[src/rtl/ps2_mouse_pkg.sv]
// Shared constants, state encoding and command lookup for the PS/2 mouse
// initialisation sequencer.
package ps2_mouse_pkg;

    // Host-to-mouse command bytes
    localparam logic [7:0] CMD_RESET    = 8'hFF;
    localparam logic [7:0] CMD_SET_RATE = 8'hF3;
    localparam logic [7:0] CMD_ENABLE   = 8'hF4;

    // Mouse-to-host response bytes
    localparam logic [7:0] RSP_ACK    = 8'hFA;
    localparam logic [7:0] RSP_RESEND = 8'hFE;
    localparam logic [7:0] RSP_ERR    = 8'hFC;
    localparam logic [7:0] RSP_BAT_OK = 8'hAA;
    localparam logic [7:0] RSP_ID     = 8'h00;

    typedef enum logic [2:0] {
        SEND,
        WAIT_TX,
        WAIT_ACK,
        WAIT_BAT,
        WAIT_ID,
        ERROR,
        STREAM,
        FAIL
    } state_t;

    // Byte transmitted at each step of the init sequence; step 2 carries the
    // argument of the preceding Set Sample Rate command.
    function automatic logic [7:0] step_cmd(input logic [1:0] step, input logic [7:0] rate);
        case (step)
            2'd0:    return CMD_RESET;
            2'd1:    return CMD_SET_RATE;
            2'd2:    return rate;
            default: return CMD_ENABLE;
        endcase
    endfunction

endpackage

[src/rtl/ps2_mouse_init_ctrl.sv]
// PS/2 mouse power-up / recovery sequencer. Sends Reset, Set Sample Rate,
// the rate value and Enable Data Reporting, checks each response, retries the
// whole sequence on error or timeout, and opens the packet path only once the
// mouse is streaming.
module ps2_mouse_init_ctrl
    import ps2_mouse_pkg::*;
#(
    parameter logic [7:0]  SAMPLE_RATE = 8'd100,
    parameter int unsigned ACK_TIMEOUT = 2_000_000,
    parameter int unsigned BAT_TIMEOUT = 100_000_000,
    parameter int unsigned MAX_RETRY   = 3
) (
    input  logic       clk,
    input  logic       rst,
    input  logic       reinit,
    output logic [7:0] tx_byte,
    output logic       tx_req,
    input  logic       tx_done,
    input  logic       tx_err,
    input  logic [7:0] rx_byte,
    input  logic       rx_valid,
    output logic       stream_en,
    output logic       init_busy,
    output logic       init_fail,
    output logic [1:0] retry_cnt
);

    // The timer is sized for the longest wait (BAT) and shared by all states.
    localparam int unsigned TIMER_W = $clog2(BAT_TIMEOUT + 1);
    localparam logic [TIMER_W-1:0] ACK_LIMIT   = TIMER_W'(ACK_TIMEOUT);
    localparam logic [TIMER_W-1:0] BAT_LIMIT   = TIMER_W'(BAT_TIMEOUT);
    localparam logic [TIMER_W-1:0] TIMER_MAX   = '1;
    localparam logic [1:0]         RETRY_LIMIT = 2'(MAX_RETRY);

    state_t             state;
    logic [1:0]         step;
    logic [TIMER_W-1:0] timer;
    logic               resend_seen;   // one 0xFE already honoured for this byte

    // The command byte is a pure decode of the step register, so it stays
    // stable for the whole transmit/acknowledge handshake.
    assign tx_byte = step_cmd(step, SAMPLE_RATE);

    // Sequencer FSM with registered outputs and an inline saturating timer.
    always_ff @(posedge clk) begin
        // NOTE: non-blocking assignments only in clocked logic, so every branch
        // below sees the pre-edge values of state, step and timer.
        if (rst || reinit) begin
            state       <= SEND;
            step        <= 2'd0;
            retry_cnt   <= 2'd0;
            timer       <= '0;
            resend_seen <= 1'b0;
            tx_req      <= 1'b0;
            stream_en   <= 1'b0;
            init_busy   <= 1'b1;
            init_fail   <= 1'b0;
        end else begin
            tx_req <= 1'b0;
            if (timer != TIMER_MAX) begin
                timer <= timer + 1'b1;
            end

            unique case (state)
                SEND: begin
                    tx_req <= 1'b1;
                    state  <= WAIT_TX;
                    timer  <= '0;
                end

                WAIT_TX: begin
                    // Received bytes are ignored here; an abort beats completion.
                    if (tx_err) begin
                        state <= ERROR;
                        timer <= '0;
                    end else if (tx_done) begin
                        state <= WAIT_ACK;
                        timer <= '0;
                    end else if (timer >= ACK_LIMIT) begin
                        state <= ERROR;
                        timer <= '0;
                    end
                end

                WAIT_ACK: begin
                    // A byte arriving on the timeout cycle still counts.
                    if (rx_valid) begin
                        timer <= '0;
                        if (rx_byte == RSP_ACK) begin
                            resend_seen <= 1'b0;
                            case (step)
                                2'd0: state <= WAIT_BAT;
                                2'd3: begin
                                    state     <= STREAM;
                                    stream_en <= 1'b1;
                                    init_busy <= 1'b0;
                                end
                                default: begin
                                    step  <= step + 1'b1;
                                    state <= SEND;
                                end
                            endcase
                        end else if (rx_byte == RSP_RESEND && !resend_seen) begin
                            resend_seen <= 1'b1;
                            state       <= SEND;
                        end else begin
                            state <= ERROR;
                        end
                    end else if (timer >= ACK_LIMIT) begin
                        state <= ERROR;
                        timer <= '0;
                    end
                end

                WAIT_BAT: begin
                    if (rx_valid) begin
                        timer <= '0;
                        state <= (rx_byte == RSP_BAT_OK) ? WAIT_ID : ERROR;
                    end else if (timer >= BAT_LIMIT) begin
                        state <= ERROR;
                        timer <= '0;
                    end
                end

                WAIT_ID: begin
                    if (rx_valid) begin
                        timer <= '0;
                        if (rx_byte == RSP_ID) begin
                            step  <= 2'd1;
                            state <= SEND;
                        end else begin
                            state <= ERROR;
                        end
                    end else if (timer >= BAT_LIMIT) begin
                        state <= ERROR;
                        timer <= '0;
                    end
                end

                ERROR: begin
                    timer       <= '0;
                    resend_seen <= 1'b0;
                    if (retry_cnt < RETRY_LIMIT) begin
                        retry_cnt <= retry_cnt + 1'b1;
                        step      <= 2'd0;
                        state     <= SEND;
                    end else begin
                        state     <= FAIL;
                        init_fail <= 1'b1;
                        init_busy <= 1'b0;
                    end
                end

                // Terminal states: only reinit or rst leave them.
                STREAM: ;
                FAIL: ;
            endcase
        end
    end

endmodule

[config.mk]
export PLATFORM = sky130hd
export DESIGN_NAME = ps2_mouse_init_ctrl
export DESIGN_NICKNAME = d
export VERILOG_FILES = /design/src/rtl/ps2_mouse_pkg.sv /design/src/rtl/ps2_mouse_init_ctrl.sv
export SDC_FILE = /design/constraint.sdc
export NUM_CORES = 1
export LEC_CHECK = 0
export BUFFER_PORTS_ARGS = -buffer_cell sky130_fd_sc_hd__buf_4
export CAP_MARGIN = 40
export CORE_MARGIN = 1.5
export CORE_UTILIZATION = 30
export CTS_CLUSTER_SIZE = 10
export DETAILED_ROUTE_END_ITERATION = 7
export PLACE_DENSITY_LB_ADDON = 0.1
export SETUP_SLACK_MARGIN = 0.1
export SYNTH_ARGS = -nofsm -noshare
export SYNTH_HDL_FRONTEND = slang
export SYNTH_SLANG_ARGS = --single-unit
export TNS_END_PERCENT = 20
[constraint.sdc]
create_clock -name clk -period 2.7 [get_ports clk]
set_input_delay 0.135 -clock clk [delete_from_list [all_inputs] [get_ports clk]]
set_output_delay 0.135 -clock clk [all_outputs]
set_load 0.02 [all_outputs]
Yosys cells after proc, flatten, opt, wreduce, memory -nomap -nowiden
Cells that the tools add are included.

word-level totals
  bits in latches = 0
  memories = 0
  word-level logic and storage cells = 95
  register bits after elaboration = 39
  input bits = 14
  bits in read-only memories = 0
  output and inout port bits = 14
  RAM bits = 0

operators by class
  bitwise operators = 1
  muxes and demuxes = 40
  shift-type cells = 0
  reductions and logical operators = 18
  div/mod/pow operators = 0
  order comparisons = 3
  multipliers = 0
  $add $sub $neg = 3
  equal/unequal tests = 21

operators by type and width
  kind                                                   count
  2-to-1 mux 27 bit                                      7
  one-hot mux 27 bit (4 select lines)                    1
  2-to-1 mux 3 bit                                       11
  adder 27 x 1 -> 27 bit, second input constant          1
  >= comparator 27 x 21 -> 1 bit, second input constant  1
  >= comparator 27 bit, second input constant            1
  inequality test 27 bit, second input constant          1
  == test 8 bit, second input constant                   3
  one-hot mux 8 bit (3 select lines)                     1
  one-hot mux 3 bit (6 select lines)                     1
  inequality test 2 bit, second input constant           7
  2-to-1 mux 2 bit                                       6
  2-to-1 mux 1 bit                                       9
  zero test 8 bit                                        1
  AND reduction 7 bit                                    1
  == test 3 x 2 -> 1 bit, second input constant          2
  == test 3 bit, second input constant                   2
  one-hot mux 2 bit (3 select lines)                     1
  one-hot mux 3 bit (2 select lines)                     1
  nonzero test 6 bit                                     1
  OR reduction 2 bit                                     3
  AND reduction 5 bit                                    1
  adder 2 x 1 -> 2 bit, second input constant            2
  == test 2 bit, second input constant                   2
  17 further kinds                                       19

Longest topological paths before layout
Gate-level depths: netlist of the first run.

  depth after elaboration = 6
  mapped depth = 7
  mapped depth without buffers = 6

Least setup slack after synthesis of the first run
OpenSTA, ideal clock, no wires.

  path kind = flip-flop to flip-flop
  start = register timer[1]
  end = register timer[16]
  period minus slack after synthesis = 1.720 ns
  setup slack = 0.980 ns
  cell stages (with the launch flop) = 7
  buffers on the path = 0
  arrival = 1.629 ns
  setup time = 0.091 ns
  path through = dfxtp_1 -> ha_1 -> nand3_1 -> nor4_1 -> and4_1 -> nor2_1 -> a311oi_1

on the way
  longest elaborated chain between the ends = 6

RTL lines
  what                                                                     RTL line                                               text
  start, declared                                                          ps2_mouse_init_ctrl.sv:37                              logic [TIMER_W-1:0] timer;
  start signal, assigned                                                   ps2_mouse_init_ctrl.sv:61                              timer <= timer + 1'b1;
  adder 27 x 1 -> 27 bit / inequality test 27 bit (equally long branches)  ps2_mouse_init_ctrl.sv:61, ps2_mouse_init_ctrl.sv:60
  2-to-1 mux 27 bit                                                        ps2_mouse_init_ctrl.sv:60                              if (timer != TIMER_MAX) begin
  2-to-1 mux 27 bit                                                        ps2_mouse_init_ctrl.sv:79, ps2_mouse_init_ctrl.sv:109
  2-to-1 mux 27 bit                                                        ps2_mouse_init_ctrl.sv:76                              end else if (tx_done) begin
  2-to-1 mux 27 bit                                                        ps2_mouse_init_ctrl.sv:73                              if (tx_err) begin
  one-hot mux 27 bit (4 select lines) *                                    ps2_mouse_init_ctrl.sv:64                              unique case (state)

Mark *: on every way between the ends. The rest lies on a longest branch, timed or not.
A chain may end at the register's enable or synchronous reset.

Worst setup path after layout of the first run
  start = register timer[9]
  end = register timer[6]

on the way
  longest elaborated chain between the ends = 6

RTL lines
  what                                                                    RTL line
  branches (longest 5 deep; another with >= comparator 27 x 21 -> 1 bit)  --
  one-hot mux 27 bit (4 select lines) *                                   ps2_mouse_init_ctrl.sv:64

Every way passes the cells marked *.

==> results of run 1 <==
==> state kept, by name, indices dropped and copies added, names as in the netlist <==
signal	flops
timer	27
state	3
retry_cnt	2
step	2
init_busy	1
init_fail	1
resend_seen	1
stream_en	1
tx_req	1
==> path summary, 6_finish.rpt <==
| check | to |
|---|---|
| max reg2reg | timer[6] |
| min reg2reg | init_busy |
| max | timer[6] |
| min | init_busy |
==> metal layers <==
| metal | routed length (µm) | share of wire, % | track usage (%) | vias up |
|---|---|---|---|---|
| met5 | 0 | 0 | 0 | - |
| met4 | 44 | 0.70 | 3.41 | 0 |
| met3 | 199 | 3.2 | 2.52 | 4 |
| met2 | 2880 | 46 | 23.6 | 53 |
| met1 | 3180 | 50 | 22.0 | 1098 |
| li1 | - | - | - | 1183 |
==> layout by cell type (no fill, tap or decap), drive strengths merged, types with 2 or more instances in the layout <==
cell type  synthesis  final
clkbuf             6      5
clkinv             0      3
conb               1      2
nor2              41     41
a311oi             4      4
ha                10     10
xnor2              4      4
nand2b             9      9
a21oi             21     21
nor3               9      9
a31oi              2      2
nand3b             2      2
and3               2      2
or3                4      4
a22oi              2      2
or4                7      7
o211ai             4      4
nand4             11     11
mux2i              7      7
o311ai             2      2
or2                2      2
nand3              8      8
and4               7      7
a21o               2      2
xor2               4      4
o31ai             11     11
nor4              11     11
dfxtp             39     39
a211oi             2      2
and2               4      4
o21ai             11     11
buf                8     32
inv               14     14
nand2             21     21
==> worst register-to-register path: cells and delay by family, from the launching register on <==
| kind | cells | cell delay, ns |
|---|---|---|
| flip-flops | 1 | 0.46 |
| AO/OA/AOI/OAI | 1 | 0.28 |
| AND/OR/NAND/NOR | 4 | 1.31 |
==> power by group through the flow <==
stage	Clock, mW	Combinational (mW)	Sequential, mW
after global placement	0	0.0645	0.596
final	0.397	0.0633	0.582
after global routing	0.432	0.0704	0.583
after CTS	0.410	0.0639	0.582
after detailed placement	0	0.0637	0.596
after floorplan	0	0.0377	0.593
==> cell families after synthesis <==
family / after synthesis / synth area share (%)
AOI/OAI and AO/OA: 70 / 19.3
xor gates and xnor gates: 8 / 2.87
adders and majority gates: 10 / 5.13
buffers and inverters: 28 / 5.38
DFF: 39 / 32.0
muxes: 7 / 2.87
other: 1 / 0.154
and+or+nand+nor: 143 / 32.3
==> final cells by class <==
type,instances,area [µm²],area share (%)
multi-input combinational,240,1530,54.4
timing repair buffer,32,240,8.53
sequential,39,781,27.7
tap,102,128,4.53
clock buffer,5,68.8,2.44
inverter,14,52.6,1.87
clock inverter,3,15.0,0.533
==> out/metrics.yaml, run 1 <==
sta:
  setup_violations: 0
  relSlewSlack_pct: 52.6
  fin_crit_ns: 2.14
  slew_viol_final: 0
  hold_slack_ns: 0.104
  tightest_slew_ns: 0.706
  fmax_mhz: 468
  hold_viol_final: 0
  skew_ns: 0.00660
  setup_ws_ns: 0.562
  setup-tns-final_ns: 0
  finalCritPeriodShare_pct: 79.2
  grt_setup_unrepaired: "no"
placement:
  placedCellCount: 427
  portBuffers: 25
  place_area_um2: 2730
  gp_congestion: 0.835
  place_ws_ns: 0.553
  hpwl_mm: 4.75
worst_setup_path:
  critPathTopFamily: "simple AND/OR/NAND/NOR gates"
  r2r_cells: 5
  critical_path.max_stage_delay_ns: 0.69
  cp_num_cells: 5
  end_kind: "register"
  crit_path_start_kind: "register"
  crit_arrival_ns: 2.34
  r2r_slack_ns: 0.56
  crit_slowest_cell: "nor4_4"
  cp_data_required_time_ns: 2.90
  crit_start: "timer[9]"
  path_buf_inv: 0
  reg2reg_from: "timer[9]"
  worst-path-max-fanout: 13
  path_cells: "and4_1, nand4_2, nor4_4, nor2_1, a311oi_1"
  criticalPathCategory: "reg2reg"
cells_and_area:
  design_area_um2: 2820
  layout-drive-gt1-share_pct: 14.7
  diodes: 0
  fillers: 837
  fin_nets: 356
  syn2layout_area_growth_pct: 15.4
  utilization_pct: 36.1
  fin_cells: 435
global_route:
  first_global_vias: 2135
  grt_start_max_net_pins: 16
  antenna_found_initial: 0
  grt_pass1_wl_mm: 10.6
  grtUsageTotal_pct: 15.2
  grt_overflow: 0
pwr:
  finalPower_mw: 1.04
  peakVddDrop_uv: 211
  combPwrFrac_pct: 6.1
  cellInternalPower_mw: 0.784
  powerDensity_nw_per_um2: 370
  p_leak_nw: 0.926
  clockPowerShare_pct: 38.1
  p_switching_mw: 0.258
  sequentialPowerShare_pct: 55.8
  switching_share_pct: 24.8
yosys:
  ys_ff_latch: 39
  syn_inst: 306
  yosysSeqAreaShare_pct: 32.0
  synthTopCellsByArea: "dfxtp_1, nor2_1, ha_1"
  netlist_top_cells_count: "nor2_1, dfxtp_1, a21oi_1, nand2_1, inv_1"
  synth_warnings: 0
  synth_cell_type_count: 53
  ys.flop_type: "dfxtp_1"
  async_flop_share_pct: 0
  syn_area_um2: 2440
  synth.most_common_cell: "nor2_1"
  syn_area_per_cell_um2: 7.97
  synth_top_area_share_pct: 32.0
  yosysTopAreaCell: "dfxtp_1"
  synth_edf_count: 0
cts:
  cts_resized: 0
  root_buffer: "clkbuf_8"
  insertion_delay_ns: 0.29
  cts_hold_buf: 0
  cts.sinks: 39
  cts-htree-levels: 2
  cts_tree: "yes"
  postCtsSetupBuffers: 0
  path_clk_slew_ns: 0.09
  clockBufferDepth: 2
  cts_made_buffers: 5
drt:
  drc: 0
  drt-total-wl_mm: 6.31
  vias_per_cell: 5.37
  vias: 2338
  dr.pass1.iters: 4
  final_antenna_net_count: 0
  drt_iter0_markers: 148
  routedWlPerCell_um: 14.5
floorplanning:
  io_pins: 28
  fp.coreArea_um2: 7810
  dieArea_um2: 8680
  start_util_pct: 31.3
  die_h_um: 93.2
  num_rows: 32
  die_width_um: 93.2
status:
  status: "finished clean"
flow_run:
  timing.max_cap.violations: 0
worst_hold_path:
  hold_path_startpoint: "rst"
  worst_hold_path_type: "in2reg"
  whs_path_depth: 3
No activity file was read; power rests on OpenSTA's default activity.
==> inputs of run 2 (changes only) <==
- clock period: 2.7 -> 2 ns (I/O delays scaled with it)
==> run 2 against run 1 <==
Effect of this change:
- register-to-register slack worse by 0.38 ns
- wire length up 5.9%
- total power up 50%
- hold slack worse by 0.046 ns
- global-route usage up 0.68 points
- maximum frequency up 18%
- first-iteration DRC count down 11%
- clock power up 75%
- count of clock-buffer cells in the layout up 1
- sequential power up 35%
- critical endpoint is now timer[15]
- largest cell class unchanged
==> out/metrics.yaml, run 2 (synthesis results as in run 1) <==
pwr:
  powerDensity_nw_per_um2: 514  # was 370 nW/µm²
  peakVddDrop_uv: 340  # was 211 µV
  p_leak_nw: 1.06  # was 0.926 nW
cells_and_area:
  fin_nets: 376  # was 356
  top_register: "timer"  # unchanged
  diodes: 0  # unchanged
  design_area_um2: 3050  # was 2820 µm²
  layout_commonest_cell: "buf_4"  # was nor2_1
  largest_register_ffs: 27  # unchanged
  reg.largest.list: "timer x27, state x3"  # unchanged
  syn2layout_area_growth_pct: 25.1  # was 15.4%
  fillers: 816  # was 837
  layout-drive-gt1-share_pct: 23.5  # was 14.7%
  utilization_pct: 39.1  # was 36.1%
  final_cell_mix: "buf_4, nor2_1, dfxtp_1"  # was nor2_1, dfxtp_1, buf_4
sta:
  setup_ws_ns: 0.187  # was 0.562 ns
  grt_setup_unrepaired: "yes"  # was no
  setup-tns-final_ns: 0  # unchanged
  skew_ns: 0.00765  # was 0.00660 ns
  fmax_mhz: 551  # was 468 MHz
  setup_violations: 0  # unchanged
  hold_viol_final: 0  # unchanged
  slew_viol_final: 0  # unchanged
  fin_crit_ns: 1.81  # was 2.14 ns
  finalCritPeriodShare_pct: 90.7  # was 79.2%
worst_setup_path:
  end_kind: "register"  # unchanged
  crit_path_start_kind: "register"  # unchanged
  worst-path-max-fanout: 8  # was 13
  cp_data_required_time_ns: 2.22  # was 2.90 ns
  criticalPathCategory: "reg2reg"  # unchanged
  crit_arrival_ns: 2.04  # was 2.34 ns
cts:
  cts_made_buffers: 5  # unchanged
  cts.sinks: 39  # unchanged
  clockBufferDepth: 2  # unchanged
  cts-htree-levels: 2  # unchanged
  cts_tree: "yes"  # unchanged
  insertion_delay_ns: 0.29  # about the same
  postCtsSetupBuffers: 0  # unchanged
  root_buffer: "clkbuf_8"  # unchanged
  path_clk_slew_ns: 0.08  # was 0.09 ns
floorplanning:
  start_util_pct: 31.3  # unchanged
  die_h_um: 93.2  # unchanged
  fp.coreArea_um2: 7810  # unchanged
  dieArea_um2: 8680  # unchanged
  die_width_um: 93.2  # unchanged
  io_pins: 28  # unchanged
  num_rows: 32  # unchanged
drt:
  final_antenna_net_count: 0  # unchanged
  drc: 0  # unchanged
  vias_per_cell: 5.28  # was 5.37
  dr.pass1.iters: 4  # unchanged
  vias: 2401  # was 2338
  drt-total-wl_mm: 6.68  # was 6.31 mm
  routedWlPerCell_um: 14.7  # was 14.5 µm
  drt_iter0_markers: 131  # was 148
worst_hold_path:
  worst_hold_path_type: "in2reg"  # unchanged
global_route:
  antenna_found_initial: 0  # unchanged
  grt_pass1_wl_mm: 11.0  # was 10.6 mm
  grt_start_max_net_pins: 28  # was 16
  grt_overflow: 0  # unchanged
  first_global_vias: 2278  # was 2135
  grtUsageTotal_pct: 15.9  # was 15.2%
placement:
  place_area_um2: 2900  # was 2730 µm²
  portBuffers: 25  # unchanged
  place_ws_ns: 0.132  # was 0.553 ns
  gp_congestion: 0.889  # was 0.835
  hpwl_mm: 4.99  # was 4.75 mm
status:
  status: "finished clean"  # unchanged
flow_run:
  timing.max_cap.violations: 0  # unchanged
-- run 2: through the flow --
step | power (mW) | std cells | hold WS (ns)
6_report | 1.57 | 455 | 0.0578
2_1_floorplan | 0.852 | 307 | 0.218
5_1_grt | 1.63 | 455 | 0.0509
3_5_place_dp | 0.892 | 447 | 0.356
4_1_cts | 1.58 | 455 | 0.0486
3_3_place_gp | 0.893 | 447 | 0.353
-- run 2: final timing paths --
path | cells past startpoint | to | startpoint | slack, ns
worst max-delay path | 7 | timer[15] | timer[18] | 0.19
worst min-delay path | 3 | init_busy | rst | 0.06
worst max register to register | 7 | timer[15] | timer[18] | 0.19
worst min register to register | 2 | init_busy | init_busy | 0.47
-- run 2: layout make-up --
type	instances	area [µm²]	area share, %
clock buffer	6	82.6	2.70
clock inverter	2	35.0	1.15
inverter	14	52.6	1.72
multi-input combinational	240	1560	51.1
sequential	39	787	25.8
tap	102	128	4.18
timing repair buffer	52	407	13.3
-- run 2: metal layers --
layer	up-vias	GRT usage (%)	wire length, µm
met5	-	0	0
met3	11	3.33	259
met1	1120	22.8	3300
met4	0	5.30	77
met2	48	23.6	3040
li1	1222	-	-
-- run 2: critical path: stages, from the launching register on --
cell and delay (ns):
dfxtp_1 0.34, buf_4 0.16, and2_1 0.17, nand4_1 0.21, nor3_1 0.09, buf_4 0.17
or4_1 0.46, a21oi_1 0.15
-- run 2: power breakdown --
group | internal [mW] | switching [mW]
registers | 0.779 | 0.00486
logic | 0.0423 | 0.0484
clock network | 0.404 | 0.290
total | 1.23 | 0.343
-- run 2: what timing repair did --
action	in CTS	in global routing
gates resized for setup	0	15
hold buffers	0	0
endpoints found under the hold margin	0	0
endpoints found under the setup margin	0	22
